$ cat src/rtl/counter_seq_pkg.sv
// counter_seq_pkg: command/state types and default sizes shared by counter_sequencer and its arbiter.
package counter_seq_pkg;
   localparam int WIDTH_DEF = 12;
   localparam int NREQ_DEF  = 2;
   typedef enum logic [1:0] {OP_LOAD = 2'b00, OP_UP = 2'b01, OP_DOWN = 2'b10, OP_CLEAR = 2'b11} op_e;
   typedef enum logic [2:0] {S_IDLE = 3'd0, S_LOAD = 3'd1, S_CLEAR = 3'd2, S_RUN = 3'd3, S_RESP = 3'd4} state_e;
endpackage

$ cat src/rtl/counter_seq_arbiter.sv
// counter_seq_arbiter: one-hot grant among valid requesters.
// COUNTER_SEQ_RR_EN defined: round-robin from a pointer; otherwise the lowest id wins.
module counter_seq_arbiter import counter_seq_pkg::*; #(
   parameter int NREQ = NREQ_DEF,
   parameter int IDW  = 1
) (
`ifdef COUNTER_SEQ_RR_EN
   input  logic            clk,
   input  logic            reset,
`endif
   input  logic [NREQ-1:0] i_valid,
   input  logic            i_en,
   output logic [NREQ-1:0] o_grant,
   output logic [IDW-1:0]  o_id
);
   logic [IDW-1:0] w_ptr;
   logic [IDW:0]   w_idx;
`ifdef COUNTER_SEQ_RR_EN
   logic [IDW-1:0] r_ptr;
   always_ff @(posedge clk or posedge reset)
      if (reset) r_ptr <= '0;
      else if (|o_grant) r_ptr <= (o_id == IDW'(NREQ - 1)) ? '0 : o_id + 1'b1;
   assign w_ptr = r_ptr;
`else
   assign w_ptr = '0;
`endif
   // Scan NREQ slots starting at the pointer, wrapping at NREQ; first valid one wins.
   always_comb begin
      o_grant = '0;
      o_id    = '0;
      w_idx   = '0;
      for (int k = 0; k < NREQ; k++) begin
         w_idx = {1'b0, w_ptr} + (IDW+1)'(k);
         if (w_idx >= (IDW+1)'(NREQ)) w_idx = w_idx - (IDW+1)'(NREQ);
         if (i_en && o_grant == '0 && i_valid[w_idx[IDW-1:0]]) begin
            o_grant[w_idx[IDW-1:0]] = 1'b1;
            o_id = w_idx[IDW-1:0];
         end
      end
   end
endmodule

$ cat src/rtl/counter_sequencer.sv
// counter_sequencer: arbitrates LOAD/UP/DOWN/CLEAR commands and drives a WIDTH-bit up/down counter.
// Arbitration is round-robin when COUNTER_SEQ_RR_EN is defined, fixed priority otherwise.
module counter_sequencer import counter_seq_pkg::*; #(
   parameter  int WIDTH = WIDTH_DEF,
   parameter  int NREQ  = NREQ_DEF,
   localparam int IDW   = (NREQ > 1) ? $clog2(NREQ) : 1
) (
   input  logic                       clk,
   input  logic                       reset,
   input  logic [NREQ-1:0]            req_valid,
   output logic [NREQ-1:0]            req_ready,
   input  logic [NREQ-1:0][1:0]       req_op,
   input  logic [NREQ-1:0][WIDTH-1:0] req_arg,
   output logic                       rsp_valid,
   output logic [IDW-1:0]             rsp_id,
   output logic [WIDTH-1:0]           rsp_count,
   output logic                       cnt_enable,
   output logic                       cnt_load,
   output logic                       cnt_up_down,
   output logic                       cnt_reset_n,
   output logic [WIDTH-1:0]           cnt_data,
   input  logic [WIDTH-1:0]           cnt_count
);
   state_e           r_state;
   op_e              r_op;
   logic [IDW-1:0]   r_id, r_rsp_id;
   logic [WIDTH-1:0] r_steps, r_data;
   logic             r_enable, r_load, r_up_down, r_reset_n, r_rsp_valid;
   logic [NREQ-1:0]  w_grant;
   logic [IDW-1:0]   w_id;
   op_e              w_op;
   logic [WIDTH-1:0] w_arg;
   logic             w_en;
   assign w_en  = (r_state == S_IDLE) && !reset;
   assign w_op  = op_e'(req_op[w_id]);
   assign w_arg = req_arg[w_id];
   counter_seq_arbiter #(.NREQ(NREQ), .IDW(IDW)) u_arb (
`ifdef COUNTER_SEQ_RR_EN
      .clk     (clk),
      .reset   (reset),
`endif
      .i_valid (req_valid),
      .i_en    (w_en),
      .o_grant (w_grant),
      .o_id    (w_id)
   );
   assign req_ready   = w_grant;
   assign cnt_enable  = r_enable;
   assign cnt_load    = r_load;
   assign cnt_up_down = r_up_down;
   assign cnt_data    = r_data;
   assign cnt_reset_n = r_reset_n & ~reset;
   assign rsp_valid   = r_rsp_valid;
   assign rsp_id      = r_rsp_id;
   // The counter has settled by the RESP cycle, so its value is passed straight through.
   assign rsp_count   = r_rsp_valid ? cnt_count : '0;
   always_ff @(posedge clk or posedge reset) begin
      if (reset) begin
         r_state     <= S_IDLE;
         r_op        <= OP_LOAD;
         r_id        <= '0;
         r_steps     <= '0;
         r_enable    <= 1'b0;
         r_load      <= 1'b0;
         r_up_down   <= 1'b0;
         r_data      <= '0;
         r_reset_n   <= 1'b1;
         r_rsp_valid <= 1'b0;
         r_rsp_id    <= '0;
      end else begin
         r_enable    <= 1'b0;
         r_load      <= 1'b0;
         r_up_down   <= 1'b0;
         r_data      <= '0;
         r_reset_n   <= 1'b1;
         r_rsp_valid <= 1'b0;
         case (r_state)
            S_IDLE: if (|w_grant) begin
               r_id    <= w_id;
               r_op    <= w_op;
               r_steps <= w_arg;
               if (w_op == OP_LOAD) begin
                  r_state  <= S_LOAD;
                  r_load   <= 1'b1;
                  r_enable <= 1'b1;
                  r_data   <= w_arg;
               end else if (w_op == OP_CLEAR) begin
                  r_state   <= S_CLEAR;
                  r_reset_n <= 1'b0;
               end else if (w_arg == '0) begin
                  r_state     <= S_RESP;
                  r_rsp_valid <= 1'b1;
                  r_rsp_id    <= w_id;
               end else begin
                  r_state   <= S_RUN;
                  r_enable  <= 1'b1;
                  r_up_down <= (w_op == OP_UP);
               end
            end
            S_LOAD, S_CLEAR: begin
               r_state     <= S_RESP;
               r_rsp_valid <= 1'b1;
               r_rsp_id    <= r_id;
            end
            S_RUN: if (r_steps == WIDTH'(1)) begin
               r_state     <= S_RESP;
               r_rsp_valid <= 1'b1;
               r_rsp_id    <= r_id;
            end else begin
               r_steps   <= r_steps - 1'b1;
               r_enable  <= 1'b1;
               r_up_down <= (r_op == OP_UP);
            end
            S_RESP:  r_state <= S_IDLE;
            default: r_state <= S_IDLE;
         endcase
      end
   end
endmodule
$ cat config.mk
export PLATFORM = sky130hd
export DESIGN_NAME = counter_sequencer
export DESIGN_NICKNAME = d
export VERILOG_FILES = /design/src/rtl/counter_seq_pkg.sv /design/src/rtl/counter_seq_arbiter.sv /design/src/rtl/counter_sequencer.sv
export SDC_FILE = /design/constraint.sdc
export NUM_CORES = 1
export LEC_CHECK = 0
export BUFFER_PORTS_ARGS = -buffer_cell sky130_fd_sc_hd__buf_2
export CORE_UTILIZATION = 51
export CTS_BUF_LIST = sky130_fd_sc_hd__clkbuf_4 sky130_fd_sc_hd__clkbuf_8
export CTS_CLUSTER_DIAMETER = 100
export DETAILED_ROUTE_END_ITERATION = 6
export PLACE_DENSITY = 0.88
export SYNTH_ARGS = -nofsm -noshare
export SYNTH_HDL_FRONTEND = slang
export SYNTH_SLANG_ARGS = --single-unit
export TNS_END_PERCENT = 5
$ cat constraint.sdc
create_clock -name clk -period 2.75 [get_ports clk]
set_clock_uncertainty 0.2 [all_clocks]
set_input_delay 0 -clock clk [delete_from_list [all_inputs] [get_ports clk]]
set_output_delay 0 -clock clk [all_outputs]
set_load 0.02 [all_outputs]
==> flow_metrics.py, run 1 <==
metrics = {
    "outcome": {
        "status": "finished, final reports clean",
    },
    "global_routing": {
        "grt_usage_pct": 35.0,
        "grt_pass1_vias": 2188,
        "grt-ovfl-total": 0,
        "grt_first_pass_wirelength_um": 11000,
        "grt_antenna_before_repair": 0,
        "grt_max_degree": 37,
    },
    "setup_path": {
        "max_stage_delay_ns": 0.59,
        "cp_max_fo": 4,
        "reg2reg_slack_ns": 0.09,
        "cp_top_family": "buffers and inverters",
        "reg2reg_depth": 6,
        "path_class": "reg -> reg",
        "start_kind": "flip-flop",
        "path_buf_inv": 2,
        "cp.required_ns": 2.73,
        "r2r_start": "r_state[0]",
        "critPathLaunch": "r_state[0]",
        "path_cells": "nor4_4 > nand2_2 > buf_4 > mux2_2 > dlygate4sd3_1 > a221o_1",
        "crit_path_end_kind": "flip-flop",
        "r2r_end": "r_state[1]",
        "arrival_ns": 2.64,
        "slowest_stage": "dlygate4sd3_1",
    },
    "final_layout": {
        "layout.nets": 368,
        "fin_cells": 371,
        "mostFrequentLayoutCells": "buf_2 (75), dfrtp_1 (35), dlygate4sd3_1 (34)",
        "mostFrequentLayoutCell": "buf_2",
        "drive_gt1_share_pct": 32.2,
        "syn2layout_area_growth_pct": 42.0,
        "diodes": 0,
    },
    "worst_hold_path": {
        "hold_start": "req_arg[5]",
        "hold_end": "r_steps[5]",
        "hp-class": "in -> reg",
        "hold-path-cell-count": 4,
    },
    "timing": {
        "maxSlewHeadroom_pct": 62.2,
        "tightest_slew_ns": 0.560,
        "hold_viol": 0,
        "drv_slew": 0,
        "period_share_pct": 96.8,
        "final.setup.tns_ns": 0,
        "setup_violations": 0,
        "rsz0062_at_grt": "no",
        "period_minus_slack_ns": 2.66,
        "fmax_mhz": 376,
    },
    "routing": {
        "final_antenna_net_count": 0,
        "wire_per_inst_um": 19.4,
        "wirelength_um": 7180,
        "drtIter0Drc": 337,
        "vias": 2342,
        "drc": 0,
        "first_pass_iters": 6,
        "avgViaCountPerCell": 6.31,
    },
    "power": {
        "peakVddDrop_mv": 0.592,
        "power.density_nw_per_um2": 804,
        "p_int_mw": 1.40,
        "clkPwrFrac_pct": 20.0,
        "netSwitchingPower_mw": 0.952,
        "power_frac_comb_pct": 42.8,
        "seqPwrFrac_pct": 37.2,
        "p_sw_share_pct": 40.4,
        "p_leak_nw": 1.47,
    },
    "yosys": {
        "syn_area_per_cell_um2": 9.86,
        "syn_nets": 255,
        "ys_seq_area_share_pct": 43.8,
        "synthCells": 209,
        "synth-edff-count": 0,
        "synth_ff_type": "dfrtp_1",
        "synth.cell_area_um2": 2060,
        "yosys_warnings": 0,
        "synthArstFlopShare_pct": 100,
        "synth.distinct_cells": 52,
        "synth-seq-cells": 36,
    },
    "clocking": {
        "clock_sinks": 36,
        "cts_buffers": 5,
        "cts_resized": 0,
        "clk_pin_slew_ns": 0.08,
        "ctsLongestPathBuffers": 2,
        "tritoncts": "yes",
        "clk_latency_ns": 0.30,
        "ctsHtreeMaxLevel": 2,
        "cts_root_buf": "clkbuf_8",
    },
    "placement": {
        "hpwl_um": 3680,
        "dp_cells": 326,
        "gp_congestion": 0.851,
        "placement.io_buffers": 75,
    },
    "die": {
        "pin_count": 76,
        "dieArea_um2": 4300,
        "die_height_um": 65.6,
        "coreArea_um2": 3770,
        "num_rows": 22,
        "fp.dieW_um": 65.6,
        "start_util_pct": 54.6,
    },
    "run": {
        "maxCapViolations": 0,
    },
}
==> layout make-up <==
type                       count  area [µm²]
clock buffer                   5        68.8
clock inverter                 3        42.5
fill                         216         845
inverter                       6        22.5
multi-input combinational    157        1060
sequential                    36         902
tap                           48        60.1
timing repair buffer         116         768
==> power groups by stage <==
stage | Sequential [mW] | Combinational [mW] | Clock [mW]
floorplan | 0.846 | 0.639 | 0
global placement | 0.854 | 0.836 | 0
detailed placement | 0.857 | 0.854 | 0
CTS | 0.852 | 0.931 | 0.464
global route | 0.891 | 1.09 | 0.493
finish | 0.877 | 1.01 | 0.470
==> through the flow <==
step / hold slack (ns) / util (%) / worst slack (ns) / cell area [µm²] / power [mW]
after floorplan: -0.122 / - / 0.703 / 2060 / 1.48
final: 0.0232 / 77.6 / 0.0885 / 2930 / 2.35
after detailed placement: -0.0216 / 65.0 / 0.393 / 2450 / 1.71
after CTS: 0.000579 / 77.0 / 0.0866 / 2900 / 2.25
after global routing: 0.0779 / 77.6 / 0.0134 / 2930 / 2.47
after global placement: -0.0329 / 65.0 / 0.458 / 2450 / 1.69
==> worst max-delay path by stage <==
| stage | end | slack (ns) | cells after the start |
|---|---|---|---|
| global placement | cnt_enable | 0.46 | 6 |
| CTS | r_steps[6] | 0.09 | 7 |
| floorplan | r_steps[2] | 0.70 | 8 |
| detailed placement | cnt_data[3] | 0.39 | 5 |
| finish | r_state[1] | 0.09 | 6 |
| global route | r_state[1] | 0.01 | 6 |
==> worst reg2reg max path: cells and delay by family (launching register included) <==
kind	cells	cell delay, ns
mux	1	0.28
compound gates	1	0.32
simple gates	2	0.53
buf+inv	2	0.76
flops	1	0.46
==> registers in the layout (all words and copies together) (netlist names) <==
signal       flops
cnt_data        12
cnt_enable       1
cnt_load         1
cnt_up_down      1
r_id             1
r_op             2
r_reset_n        1
r_state          3
r_steps         12
rsp_id           1
rsp_valid        1
==> timing repair <==
item	CTS	global route
buffers inserted	0	3
hold buffers	34	0
endpoints found under the hold margin	55	0
endpoints found under the setup margin	0	9
==> per-layer routing <==
metal | wire length [µm] | share of wire [%] | GRT usage, %
met1 | 2610 | 36 | 40.3
met2 | 3300 | 46 | 58.0
met3 | 786 | 11 | 9.03
met4 | 478 | 6.7 | 21.5
met5 | 0 | 0 | 0
==> logic make-up after synthesis <==
group / share of synthesized area [%]
muxes: 10.3
and+or+nand+nor: 20.9
xor gates and xnor gates: 0.850
buffers and inverters: 4.68
AOI/OAI and AO/OA: 18.3
adders and majority gates: 1.21
DFF: 43.8
==> synthesized netlist by cell type (2+ instances only) <==
master / number / area [µm²]
mux2i_1: 13 / 130
buf_2: 2 / 10.0
o21ai_0: 11 / 55.1
a221o_1: 3 / 30.0
ha_1: 2 / 25.0
nand3_1: 4 / 20.0
nor2_1: 20 / 75.1
nor3_1: 6 / 30.0
nor4_1: 6 / 37.5
mux2i_4: 2 / 45.0
a32o_1: 2 / 20.0
a22o_1: 5 / 43.8
buf_6: 4 / 45.0
clkbuf_1: 3 / 11.3
o2bb2ai_1: 3 / 26.3
nor2b_1: 4 / 25.0
inv_1: 6 / 22.5
nand2_1: 17 / 63.8
a21o_1: 2 / 15.0
dfrtp_1: 35 / 876
a21oi_1: 13 / 65.1
nand2b_1: 2 / 12.5
and2_1: 12 / 75.1
mux2_2: 2 / 22.5
o22ai_1: 3 / 18.8
(Power assumes the default switching activity.)
==> inputs of run 2 (changes only) <==
- PLACE_DENSITY: 0.88 -> 0.85
- RECOVER_POWER: not set -> 50
==> run 2 against run 1 <==
Non-clock buffer count fell by 2. Total power fell by 0.38%. Maximum frequency rose by 0.71%. Via count fell by 0.68%. Critical path type unchanged. Largest cell class unchanged. Largest power group unchanged. Highest routed layer unchanged.
==> flow_metrics.py, run 2 (synthesized netlist as in run 1, its figures left out) <==
metrics = {
    "outcome": {
        "status": "finished, final reports clean",
    },
    "die": {
        "die_height_um": 65.6,
        "pin_count": 76,
        "dieArea_um2": 4300,
        "start_util_pct": 54.6,
        "num_rows": 22,
        "coreArea_um2": 3770,
        "fp.dieW_um": 65.6,
    },
    "clocking": {
        "ctsHtreeMaxLevel": 2,
        "cts_root_buf": "clkbuf_8",
        "tritoncts": "yes",
        "clock_sinks": 36,
        "ctsLongestPathBuffers": 2,
        "clk_pin_slew_ns": 0.08,
        "clk_latency_ns": 0.30,
        "cts_buffers": 5,
    },
    "placement": {
        "place_area_um2": 2450,
        "place_ws_ns": 0.335,
        "placement.io_buffers": 75,
        "gp_congestion": 0.819,
        "dp_cells": 326,
        "hpwl_um": 4000,
    },
    "final_layout": {
        "final_util_pct": 76.6,
        "mostFrequentLayoutCell": "buf_2",
        "layout.nets": 366,
        "mostFrequentLayoutCells": "buf_2 (58), dfrtp_1 (35), dlygate4sd3_1 (33)",
        "syn2layout_area_growth_pct": 40.3,
        "fillers": 237,
        "fin_cells": 369,
        "design_area_um2": 2890,
        "diodes": 0,
        "drive_gt1_share_pct": 26.8,
    },
    "setup_path": {
        "path_cells": "nor4_4 > nand2_4 > buf_4 > mux2i_1 > dlygate4sd3_1 > nor2_1",
        "arrival_ns": 2.62,
        "path_class": "reg -> reg",
        "slowest_stage": "dlygate4sd3_1",
        "path_buf_inv": 2,
        "max_stage_delay_ns": 0.63,
        "cp_top_family": "buffers and inverters",
        "start_kind": "flip-flop",
        "cp_max_fo": 11,
        "crit_path_end_kind": "flip-flop",
        "cp.required_ns": 2.73,
    },
    "global_routing": {
        "grt_usage_pct": 34.0,
        "grt_antenna_before_repair": 0,
        "grt_max_degree": 37,
        "grt-ovfl-total": 0,
        "grt_pass1_vias": 2153,
        "grt_first_pass_wirelength_um": 10600,
    },
    "timing": {
        "hold_viol": 0,
        "period_share_pct": 96.1,
        "period_minus_slack_ns": 2.64,
        "finalWorstSetupSlack_ns": 0.107,
        "final.setup.tns_ns": 0,
        "maxSlewHeadroom_pct": 40.3,
        "holdWs_ns": 0.000925,
        "drv_slew": 0,
        "fmax_mhz": 378,
        "rsz0062_at_grt": "no",
        "setup_violations": 0,
        "tightest_slew_ns": 0.896,
    },
    "routing": {
        "first_pass_iters": 5,
        "drtIter0Drc": 277,
        "vias": 2326,
        "wirelength_um": 7070,
        "avgViaCountPerCell": 6.30,
        "drc": 0,
        "wire_per_inst_um": 19.2,
        "final_antenna_net_count": 0,
    },
    "power": {
        "p_int_mw": 1.40,
        "p_leak_nw": 1.41,
        "power.density_nw_per_um2": 811,
        "peakVddDrop_mv": 0.492,
        "p_sw_share_pct": 40.5,
        "power_frac_comb_pct": 42.1,
        "netSwitchingPower_mw": 0.950,
        "seqPwrFrac_pct": 37.2,
        "clkPwrFrac_pct": 20.7,
        "p_total_mw": 2.34,
    },
    "run": {
        "maxCapViolations": 0,
    },
    "worst_hold_path": {
        "hp-class": "in -> reg",
    },
}
## run 2: layout make-up
class | instances | area [µm²] | area share [%]
multi-input cells | 157 | 1070 | 36.9
clock inverters | 2 | 35.0 | 1.21
clock buffers | 6 | 76.3 | 2.64
well taps | 48 | 60.1 | 2.08
flip-flops and latches | 36 | 902 | 31.2
inverters | 6 | 22.5 | 0.779
repair buffers | 114 | 727 | 25.2
## run 2: path summary, 6_finish.rpt
check	startpoint	to	slack (ns)	depth (start not counted)
worst max-delay path	r_state[0]	cnt_data[0]	0.11	6
worst min-delay path	req_arg[17]	r_steps[5]	0.0009	4
worst max register to register	r_state[0]	cnt_data[0]	0.11	6
worst min register to register	r_steps[10]	r_steps[10]	0.33	1
max in group asynchronous	reset	r_op[0]	1.30	4
min in group asynchronous	reset	cnt_data[9]	0.48	4
## run 2: worst register-to-register path, stage by stage, from the launching register on
cell and delay (ns):
dfrtp_1 0.45, nor4_4 0.39, nand2_4 0.22, buf_4 0.26
mux2i_1 0.31, dlygate4sd3_1 0.63, nor2_1 0.06
## run 2: timing repair
item | in CTS | in global routing
resized for setup | 0 | 1
hold endpoints to repair | 55 | 0
setup endpoints to repair | 0 | 6
setup buffers | 0 | 2
hold buffers | 33 | 0
## run 2: power groups by stage
stage,registers (mW),clock network [mW],logic (mW)
floorplan,0.846,0,0.639
global placement,0.855,0,0.850
detailed placement,0.860,0,0.868
CTS,0.855,0.475,0.932
global route,0.890,0.503,1.06
finish,0.872,0.485,0.987
## run 2: layer usage
metal	global-route usage [%]	up-vias	wire length, µm
met1	38.6	1074	2550
li1	-	979	-
met2	58.0	216	3390
met4	19.8	0	388
met3	7.64	57	735
met5	0	-	0
